[src/rtl/dac_segment_decoder.sv]
// Segmented current-steering DAC front end: clips the code, splits it into
// thermometer/binary unit enables with optional DWA rotation, and sequences pdb.
//
// state     | meaning
// ST_OFF    | array powered down, pipeline and DWA pointer held clear
// ST_SETTLE | pdb asserted, current sources settling, selects forced 0
// ST_ACTIVE | selects driven from the two-stage pipeline
module dac_segment_decoder #(
    parameter int CODE_W        = 11,
    parameter int N_THERM       = 17,
    parameter int N_BIN         = 6,
    parameter int SETTLE_CYCLES = 64,
    parameter int CODE_MAX      = 1151
) (
    input  logic               clk,
    input  logic               rst,
    input  logic               enable,
    input  logic [CODE_W-1:0]  code_in,
    input  logic               dwa_en,
    input  logic               red_sel,
    input  logic [1:0]         atb_sel,
    output logic               pdb_out,
    output logic [1:0]         atb_ena,
    output logic [N_THERM-1:0] therm_sel,
    output logic [N_BIN-1:0]   bin_sel,
    output logic               bin0_red_sel,
    output logic               active,
    output logic               sat
);

    localparam int M_W   = CODE_W - N_BIN;
    localparam int P_W   = $clog2(N_THERM);
    localparam int CNT_W = (SETTLE_CYCLES > 1) ? $clog2(SETTLE_CYCLES) : 1;

    typedef enum logic [1:0] {
        ST_OFF    = 2'd0,
        ST_SETTLE = 2'd1,
        ST_ACTIVE = 2'd2
    } state_t;

    state_t             r_state;
    state_t             w_state_nxt;
    logic [CNT_W-1:0]   r_cnt;
    logic [P_W-1:0]     r_ptr;
    logic [M_W-1:0]     r_s1_m;
    logic [N_BIN-1:0]   r_s1_l;
    logic               r_s1_sat;

    logic               w_run;
    logic [CODE_W-1:0]  w_clip;
    logic               w_clip_sat;
    logic [N_THERM-1:0] w_mask;
    logic [2*N_THERM-1:0] w_rot_ext;
    logic [N_THERM-1:0] w_therm;
    logic [P_W:0]       w_ptr_sum;
    logic [P_W-1:0]     w_ptr_nxt;
    logic [N_BIN-1:0]   w_bin;
    logic               w_red;

    always_ff @(posedge clk) begin
        if (rst) begin
            r_state <= ST_OFF;
        end else begin
            r_state <= w_state_nxt;
        end
    end

    always_comb begin
        w_state_nxt = r_state;
        if (!enable) begin
            w_state_nxt = ST_OFF;
        end else begin
            case (r_state)
                ST_OFF:    w_state_nxt = ST_SETTLE;
                ST_SETTLE: begin
                    if (r_cnt == CNT_W'(SETTLE_CYCLES - 1)) begin
                        w_state_nxt = ST_ACTIVE;
                    end
                end
                ST_ACTIVE: w_state_nxt = ST_ACTIVE;
                default:   w_state_nxt = ST_OFF;
            endcase
        end
    end

    assign w_run = (w_state_nxt == ST_ACTIVE);

    always_ff @(posedge clk) begin
        if (rst) begin
            r_cnt <= '0;
        end else if (r_state == ST_SETTLE && w_state_nxt == ST_SETTLE) begin
            r_cnt <= r_cnt + 1'b1;
        end else begin
            r_cnt <= '0;
        end
    end

    assign w_clip_sat = (code_in > CODE_W'(CODE_MAX));
    assign w_clip     = w_clip_sat ? CODE_W'(CODE_MAX) : code_in;

    always_ff @(posedge clk) begin
        if (rst || !enable) begin
            r_s1_m   <= '0;
            r_s1_l   <= '0;
            r_s1_sat <= 1'b0;
        end else begin
            r_s1_m   <= w_clip[CODE_W-1:N_BIN];
            r_s1_l   <= w_clip[N_BIN-1:0];
            r_s1_sat <= w_clip_sat;
        end
    end

    always_comb begin
        w_mask = '0;
        for (int i = 0; i < N_THERM; i++) begin
            w_mask[i] = (i < int'(r_s1_m));
        end
    end

    // Rotate the M-ones mask left by the pointer, wrapping modulo N_THERM.
    assign w_rot_ext = {{N_THERM{1'b0}}, w_mask} << r_ptr;
    assign w_therm   = dwa_en ? (w_rot_ext[N_THERM-1:0] | w_rot_ext[2*N_THERM-1:N_THERM])
                              : w_mask;

    assign w_ptr_sum = (P_W+1)'(r_ptr) + (P_W+1)'(r_s1_m);
    assign w_ptr_nxt = (w_ptr_sum >= (P_W+1)'(N_THERM))
                       ? P_W'(w_ptr_sum - (P_W+1)'(N_THERM))
                       : w_ptr_sum[P_W-1:0];

    assign w_bin = red_sel ? {r_s1_l[N_BIN-1:1], 1'b0} : r_s1_l;
    assign w_red = red_sel & r_s1_l[0];

    // Pointer only advances when the selection is actually switched onto the array.
    always_ff @(posedge clk) begin
        if (rst || w_state_nxt == ST_OFF || !dwa_en) begin
            r_ptr <= '0;
        end else if (w_run) begin
            r_ptr <= w_ptr_nxt;
        end
    end

    always_ff @(posedge clk) begin
        if (rst) begin
            pdb_out      <= 1'b0;
            atb_ena      <= 2'b00;
            therm_sel    <= '0;
            bin_sel      <= '0;
            bin0_red_sel <= 1'b0;
            active       <= 1'b0;
            sat          <= 1'b0;
        end else begin
            pdb_out      <= (w_state_nxt != ST_OFF);
            atb_ena      <= atb_sel;
            active       <= w_run;
            therm_sel    <= w_run ? w_therm : '0;
            bin_sel      <= w_run ? w_bin : '0;
            bin0_red_sel <= w_run & w_red;
            sat          <= w_run & r_s1_sat;
        end
    end

endmodule

[config.mk]
export PLATFORM = sky130hd
export DESIGN_NAME = dac_segment_decoder
export DESIGN_NICKNAME = d
export VERILOG_FILES = /design/src/rtl/dac_segment_decoder.sv
export SDC_FILE = /design/constraint.sdc
export NUM_CORES = 1
export LEC_CHECK = 0
export CAP_MARGIN = 20
export CORE_UTILIZATION = 55
export DETAILED_ROUTE_END_ITERATION = 12
export MAX_ROUTING_LAYER = met4
export PLACE_DENSITY_LB_ADDON = 0.12
export REMOVE_ABC_BUFFERS = 1
export SETUP_SLACK_MARGIN = 0.02
export SLEW_MARGIN = 20
export SYNTH_ARGS = -nofsm -noshare
export SYNTH_HDL_FRONTEND = slang
export SYNTH_SLANG_ARGS = --single-unit
[constraint.sdc]
create_clock -name clk -period 3.6 [get_ports clk]
set_clock_uncertainty 0.15 [all_clocks]
set_input_delay 0.72 -clock clk [delete_from_list [all_inputs] [get_ports clk]]
set_output_delay 0.72 -clock clk [all_outputs]
set_load 0.02 [all_outputs]
[Word-level counts from Yosys, hierarchy flattened]
Cells that the tools add are included.
Cells by class
  $add $sub $neg: 3
  $lt $le $gt $ge: 19
  equality and inequality tests: 5
  shifts and indexed selects: 1
  muxes and demuxes: 6
  bitwise gates (word level): 6
  reduce and logical (&&, ||, !) cells: 13
Operators with widths (count)
  $lt 4x5->1 const A: 8
  $shl 17x5->34: 1
  $lt 3x5->1 const A: 4
  $mux 17: 1
  $or 17x17->17: 1
  $gt 11x11->1 const B: 1
  $mux 11: 1
  $lt 1x5->1 const A: 2
  $lt 2x5->1 const A: 2
  $add 5x5->6: 1
  $add 6x1->6 const B: 1
  $eq 6x6->1 const B: 1
  $ge 6x5->1 const B: 1
  $pmux 2 s3: 1
  $reduce_or 2->1: 3
  $lt 5x5->1 const A: 1
  $mux 5: 1
  $sub 5x5->5 const B: 1
  $eq 2x1->1 const B: 2
  $eq 2x2->1 const B: 2
  $logic_not 2->1: 2
  $mux 2: 2
  $and 1x1->1: 3
  $logic_or 1x1->1: 3
  other kinds (5): 7
Word-level totals
  register bits after elaboration: 54
  input port bits: 18
  output and inout port bits: 29
  word-level logic and storage cells: 68

[Depth between registers and ports, before layout]
Gate-level depths: netlist of run 1.
  word-level depth: 8
  mapped depth: 10
  gate-level depth less buffers: 10

[Least setup slack after synthesis of run 1]
OpenSTA, ideal clock, no wires.
  path type: reg2reg
  start point: register r_ptr[0]
  end point: register r_ptr[2]
  setup time: 123 ps
  arrival: 2270 ps
  data required time: 3327 ps
  setup slack: 1056 ps
  stages on the path, launching flop included: 11
  buffers on the path: 0
  clock period less this slack: 2544 ps
  path through: dfxtp_1 -> ha_1 -> fa_1 -> inv_1 -> ha_1 -> nand3b_1 -> nor4b_1 -> nor4_1 -> nor2_1 -> mux2i_1 -> a31oi_1
Between the ends
  longest elaborated chain between the ends: 3
  elaborated cells on any way between the ends: 4
  classes of those cells: add/sub: 2; order compare: 1; mux: 1
Ends and longest elaborated chain
  from (decl): line 44  | logic [P_W-1:0] r_ptr;
  from (signal assigned): line 138  | r_ptr <= w_ptr_nxt;
  $add 5x5->6 *: line 125  | assign w_ptr_sum = (P_W+1)'(r_ptr) + (P_W+1)'(r_s1_m);
  $sub 5x5->5 or $ge 6x5->1 (tied branches): line 127, 126
  $mux 5 *: line 127  | ? P_W'(w_ptr_sum - (P_W+1)'(N_THERM))
Every way passes the cells marked *; elsewhere a longest branch is shown, timed or not.
A chain may end at the register's enable or synchronous reset.

[Worst setup path in the final report of run 1]
  start point: register r_ptr[0]
  end point: register r_ptr[3]
The elaborated chain is that of the path after synthesis.

==> impl_results.md, run 1 <==
- Status: finished clean
- Vias per std cell: 6.47
- Mean Syn Cell Area: 7.93 um2
- Detail Route Antenna Nets: 0
- GPL Wtd Cong: 1.01
- Top delay family on crit path: adder cells
- Gr ovfl total: 0
- YS warnings: 0
- Hold Buf Count CTS: 0
- Vias in the first global route: 3072
- N_diodes: 0
- Crit path from: r_ptr[0]
- Post-Place Worst Slack: 0.387 ns
- Die width: 80.8 um
- Synth top area share: 0.317
- First-pass GRT wire length: 15.0 mm
- Max incr delay on CP: 0.75 ns
- Critical R2R Launch: r_ptr[0]
- Worst r2r path cells: 10
- Post-route setup slack: 0.333 ns
- Hold path endpoint: bin_sel[0]
- Final setup TNS: 0 ns
- Final hold vios: 0
- Synth top cells by count: nor2_1 (58), dfxtp_1 (54), nand2_1 (28)
- Max-slew violations: 0
- Overall routing resource usage: 0.308
- Leak: 1.49 nW
- Sequence of cells on the critical path: ha_1 > fa_1 > inv_1 > ha_1 > nand3b_1 > nor4b_1 > nor4_1 > o2111a_1 > xnor2_1 > a211oi_1
- DRC: 0
- I/O Buffers: 46
- R2R Setup Slk: 0.33 ns
- Worst hold path class: reg2reg
- Drt wl/cell: 17.4 um
- # rows: 28
- Max frequency: 306 MHz
- Register area share after synthesis: 0.317
- Worst-path clk slew: 0.11 ns
- Relative slew slack: 0.464
- Clock Tree Root: clkbuf_8
- Largest net degree at the start of global routing: 37
- Synth Instances: 430
- Worst slew pin tran: 0.802 ns
- TritonCTS clock tree: built
- RR Endpoint: r_ptr[3]
- Die span in y: 80.8 um
- CP Buf/Inv Count: 1
- # setup viols final: 0
- Area Overhead vs Synth: 16.8%
- Final period demand of the worst path: 3.27 ns
- Crit path capture type: register
- RSZ-0062 raised after global routing: no
- Clk buf depth: 2
- Die Area: 6520 um2
- Hold path depth: 2
- Worst IR drop on VDD: 0.267 mV
- Ys flop type: dfxtp_1
- Worst Path Arrival: 3.34 ns
- Io pins: 47
- Fraction of layout cells with a size suffix above 1: 0.0889
- Worst hold path startpoint: r_s1_l[0]
- Initial drt markers: 520
- Largest cells by area after synthesis: dfxtp_1 (32%), nor2_1 (6.4%), a21oi_1 (3.5%)
- Synth unique cells: 66
- Starting Density: 0.573
- Startpoint types: register
- Top-count cell post-synth: nor2_1
- Most used cell along the critical path: ha_1
- DR pass1 iterations: 5
- Post-synth EDFFs: 0
- Initial antenna violation count: 0
- Number of H-tree levels: 2
- CTS resizes: 0
- Num CTS Buffers: 5
- Worst EP required: 3.67 ns
- Total number of vias: 3469
- Core area: 5960 um2
- Max_cap viols: 0
- Cell taking the most area after synthesis: dfxtp_1
- Yosys reg bits: 54
- CP Max Fanout: 19
- Power per cell area: 285 nW/um2
- Critical path class: reg2reg
- Clock latency on the worst-skew pair: 0.32 ns
- WL final: 9.35 mm
- Period utilization: 0.907
- HPWL after detailed placement: 6.76 mm
- Fin nets: 487
- Sink Count: 54
- FFs w/ async S/R, synth: 0
- Postcts setup bufs: 0
- Synthesized area: 3410 um2
- Slowest CP cell: dfxtp_1
-- state kept, by name, summed over array words and instances (netlist names), 2 cells and up --
signal,cells
atb_ena,2
bin_sel,6
r_cnt,6
r_ptr,5
r_s1_l,6
r_s1_m,5
r_state,2
therm_sel,17
-- cell usage in the layout, fill, tap and decap left out, drive strengths merged, types with 3 or more instances in the layout --
master and count:
clkinv 4, xor2 3, o21a 5, nand2 28, o211ai 5, nor2 58, a31oi 10, a22oi 3
o31ai 3, or2 6, nand2b 4, and2 10, ha 8, or4 3, xnor2 5, a21oi 26
o31a 4, a221oi 6, nor3b 5, nor3 12, o221ai 3, o22ai 9, clkdlybuf4s50 46, a211o 4
a21o 6, a311oi 4, o21ai 18, nand3 11, a211oi 15, and3 4, inv 11, clkbuf 5
nor2b 3, or3 6, buf 15, dfxtp 54, mux2i 8, o2111a 3
-- layout make-up --
class	instances	area, um2
inverter	12	45.0
tap	75	93.8
sequential	54	1080
clock buffer	5	68.8
fill	505	1970
clock inverter	3	28.8
multi-input combinational	326	2100
timing repair buffer	61	573
-- tightest hold or removal path, stage by stage, from the launching register on --
cell     delay (ns)
dfxtp_1        0.32
nand2_1        0.05
nor2_1         0.03
-- per-stage QoR --
step / power, mW / hold WS (ns) / cell area [um2] / cells / utilization
6_report: 1.14 / 0.279 / 3990 / 536 / 0.669
5_1_grt: 1.19 / 0.301 / 3990 / 536 / 0.669
4_1_cts: 1.14 / 0.280 / 3990 / 536 / 0.669
3_5_place_dp: 0.784 / 0.262 / 3890 / 528 / 0.653
3_3_place_gp: 0.782 / 0.257 / 3890 / 528 / 0.653
2_1_floorplan: 0.723 / 0.255 / 3220 / 392 / -
-- metal layers --
metal,part of all wire,vias to the layer above,GRT usage
li1,-,1644,-
met1,0.41,1579,0.391
met2,0.47,210,0.481
met3,0.095,36,0.0685
met4,0.030,0,0.109
met5,0,-,-
-- logic make-up (layout without fill, tap and decap cells) --
family                     after synthesis  in the layout  share of synthesized area
AOI/OAI and AO/OA                      143            143                      0.303
buffers and inverters                   50             81                     0.0689
muxes                                   10             10                     0.0323
and+or+nand+nor                        154            154                      0.217
DFF                                     54             54                      0.317
adders and majority gates               11             11                     0.0414
xor gates and xnor gates                 8              8                     0.0205
-- power by group --
part           total [mW]  switching (mW)  leakage [nW]  internal [mW]
registers           0.616          0.0103         0.438          0.606
clock network       0.360           0.216        0.0502          0.145
logic               0.160          0.0882          1.00         0.0713
-- worst max path at each step --
stage               endpoint  slack [ns]  depth (start not counted)
finish              r_ptr[3]        0.33                         10
floorplan           r_ptr[2]        0.64                          9
CTS                 r_ptr[3]        0.34                         10
global route        r_ptr[2]        0.09                         10
detailed placement  r_ptr[3]        0.39                         10
global placement    r_ptr[2]        0.59                         10
No activity file was read; power rests on OpenSTA's default activity.
==> run 2: changes to the inputs <==
--- a/config.mk
+++ b/config.mk
@@ -7,11 +7,12 @@
 export LEC_CHECK = 0
 export CAP_MARGIN = 20
 export CORE_UTILIZATION = 55
+export CTS_CLUSTER_SIZE = 30
 export DETAILED_ROUTE_END_ITERATION = 12
 export MAX_ROUTING_LAYER = met4
-export PLACE_DENSITY_LB_ADDON = 0.12
+export PLACE_DENSITY = 0.77
 export REMOVE_ABC_BUFFERS = 1
-export SETUP_SLACK_MARGIN = 0.02
+export SETUP_SLACK_MARGIN = 0.1
 export SLEW_MARGIN = 20
 export SYNTH_ARGS = -nofsm -noshare
 export SYNTH_HDL_FRONTEND = slang
==> run 2 against run 1 <==
Net effect:
- global-route usage up 0.43 points
- flip-flop and latch count is the same
- final cell count fell by 0.19%
- setup slack improved by 0.21 ns
- core utilization grew 0.21 points
- critical path type unchanged
- hold slack hardly changed
- largest cell class unchanged
- non-clock buffer count down 1
- count of clock-buffer cells in the layout unchanged
- clock power grew 17%
- critical path depth is the same
- sequential power about the same
==> impl_results.md, run 2 (synthesized netlist as in run 1, its figures left out) <==
- Sink Count: 54 (unchanged)
- Worst Path Arrival: 3.11 ns (was 3.34 ns)
- Filler cells: 532 (was 505)
- CP Depth: 10 (unchanged)
- Most flop-heavy register: therm_sel (unchanged)
- Vias in the first global route: 3059 (was 3072)
- Top delay family on crit path: adder cells (unchanged)
- Sequence of cells on the critical path: ha_1 > fa_1 > inv_1 > ha_1 > nand3b_1 > nor4b_1 > nor4_1 > nor2_1 > mux2i_1 > a31oi_1 (was ha_1 > fa_1 > inv_1 > ha_1 > nand3b_1 > nor4b_1 > nor4_1 > o2111a_1 > xnor2_1 > a211oi_1)
- Drt wl/cell: 17.7 um (was 17.4 um)
- GPL Wtd Cong: 0.993 (was 1.01)
- Clock Tree Root: clkbuf_8 (unchanged)
- Worst hold path class: reg2reg (unchanged)
- Worst IR drop on VDD: 0.281 mV (was 0.267 mV)
- TritonCTS clock tree: built (unchanged)
- Total number of vias: 3435 (was 3469)
- Commonest non-fill, non-tap cells in the layout: nor2_1 (58), dfxtp_1 (53), clkdlybuf4s50_1 (46), nand2_1 (28), a21oi_1 (24) (was nor2_1 (58), dfxtp_1 (54), clkdlybuf4s50_1 (46), nand2_1 (28), a21oi_1 (24))
- I/O Buffers: 46 (unchanged)
- RSZ-0062 raised after global routing: no (unchanged)
- Fin nets: 486 (was 487)
- Num CTS Buffers: 5 (unchanged)
- Max_cap viols: 0 (unchanged)
- Worst-path clk slew: 0.10 ns (was 0.11 ns)
- Worst r2r path cells: 10 (unchanged)
- Largest net degree at the start of global routing: 37 (unchanged)
- Critical R2R Launch: r_ptr[0] (unchanged)
- Fraction of layout cells with a size suffix above 1: 0.0891 (was 0.0889)
- Final setup TNS: 0 ns (unchanged)
- Hold path depth: 2 (unchanged)
- Vias per std cell: 6.42 (was 6.47)
- First-pass GRT wire length: 15.1 mm (was 15.0 mm)
- Final period demand of the worst path: 3.06 ns (was 3.27 ns)
- N_diodes: 0 (unchanged)
- Postcts setup bufs: 0 (unchanged)
- Die span in y: 80.8 um (unchanged)
- DRC: 0 (unchanged)
- Power per cell area: 299 nW/um2 (was 285 nW/um2)
- Gr ovfl total: 0 (unchanged)
- Post-Place Worst Slack: 0.381 ns (was 0.387 ns)
- Most used cell along the critical path: ha_1 (unchanged)
- Max reg flops: 17 (unchanged)
- Overall routing resource usage: 0.312 (was 0.308)
- DR pass1 iterations: 8 (was 5)
- Area Overhead vs Synth: 17.2% (was 16.8%)
- Post-route setup slack: 0.544 ns (was 0.333 ns)
- Final hold vios: 0 (unchanged)
- Starting Density: 0.573 (unchanged)
- Startpoint types: register (unchanged)
- Worst EP required: 3.65 ns (was 3.67 ns)
- Max frequency: 327 MHz (was 306 MHz)
- # rows: 28 (unchanged)
- Core area: 5960 um2 (unchanged)
- Commonest non-fill, non-tap cell in the layout: nor2_1 (unchanged)
- CP Max Fanout: 19 (unchanged)
- Initial drt markers: 427 (was 520)
- Leak: 1.49 nW (about the same)
- R2R Setup Slk: 0.54 ns (was 0.33 ns)
- WL final: 9.45 mm (was 9.35 mm)
- Period utilization: 0.849 (was 0.907)
- Worst setup path endpoint: r_ptr[2] (was r_ptr[3])
- Critical path class: reg2reg (unchanged)
- Max incr delay on CP: 0.55 ns (was 0.75 ns)
- # setup viols final: 0 (unchanged)
- Number of H-tree levels: 2 (unchanged)
- Initial antenna violation count: 0 (unchanged)
- Slowest CP cell: dfxtp_2 (was dfxtp_1)
- RR Endpoint: r_ptr[2] (was r_ptr[3])
- Die Area: 6520 um2 (unchanged)
- Max-slew violations: 0 (unchanged)
- Detail Route Antenna Nets: 0 (unchanged)
- HPWL after detailed placement: 6.81 mm (was 6.76 mm)
- Worst slew pin tran: 0.835 ns (was 0.802 ns)
- Crit path capture type: register (unchanged)
- Clk buf depth: 2 (unchanged)
- Status: finished clean (unchanged)
- Io pins: 47 (unchanged)
- Crit path from: r_ptr[0] (unchanged)
- Relative slew slack: 0.443 (was 0.464)
- Die width: 80.8 um (unchanged)
- CP Buf/Inv Count: 1 (unchanged)
- Clock latency on the worst-skew pair: 0.32 ns (about the same)
## run 2: cell types whose count changed in the layout (fill, tap and decap cells not counted), sizes merged
cell,delta
buf,-1
bufinv,+1
clkinv,-1
## run 2: what timing repair did
action / CTS / global route
hold buffers: 0 / 0
setup endpoints to repair: 0 / 3
resized for setup: 0 / 1
## run 2: final cells by class
type,instances,area [um2],area share
tap,75,93.8,0.0235
clock buffer,5,68.8,0.0172
sequential,54,1080,0.271
clock inverter,3,47.5,0.0119
inverter,12,45.0,0.0113
timing repair buffer,60,566,0.141
multi-input combinational,326,2100,0.524
## run 2: tightest hold or removal path, stage by stage (launching register included)
cell,delay [ns]
dfxtp_1,0.32
nand2_1,0.05
nor2_1,0.03
## run 2: where the power goes
| part | internal (mW) | switching (mW) | total, mW |
|---|---|---|---|
| Clock | 0.211 | 0.209 | 0.420 |
| Combinational | 0.0716 | 0.0891 | 0.161 |
| Sequential | 0.606 | 0.00877 | 0.614 |
| Total | 0.888 | 0.306 | 1.19 |
## run 2: layer usage
metal,track usage,vias up,share of wire
met5,-,-,0
met2,0.480,198,0.47
met1,0.399,1576,0.44
met3,0.0551,29,0.070
met4,0.145,0,0.024
li1,-,1632,-
## run 2: metrics by stage
step                hold WS (ns)  area [um2]  cells  total power, mW   util
floorplan                  0.255        3220    392            0.723      -
global placement           0.260        3880    527            0.783  0.652
detailed placement         0.265        3880    527            0.783  0.652
CTS                        0.278        4000    535             1.19  0.671
global route               0.300        4000    535             1.24  0.671
finish                     0.279        4000    535             1.19  0.671
## run 2: worst min-delay path by stage
stage                   start         end  slack (ns)
global placement    r_s1_l[2]  bin_sel[2]        0.26
global route        r_s1_l[0]  bin_sel[0]        0.30
CTS                 r_s1_l[0]  bin_sel[0]        0.28
detailed placement   r_s1_sat         sat        0.27
finish              r_s1_l[0]  bin_sel[0]        0.28
floorplan           r_s1_l[0]  bin_sel[0]        0.26
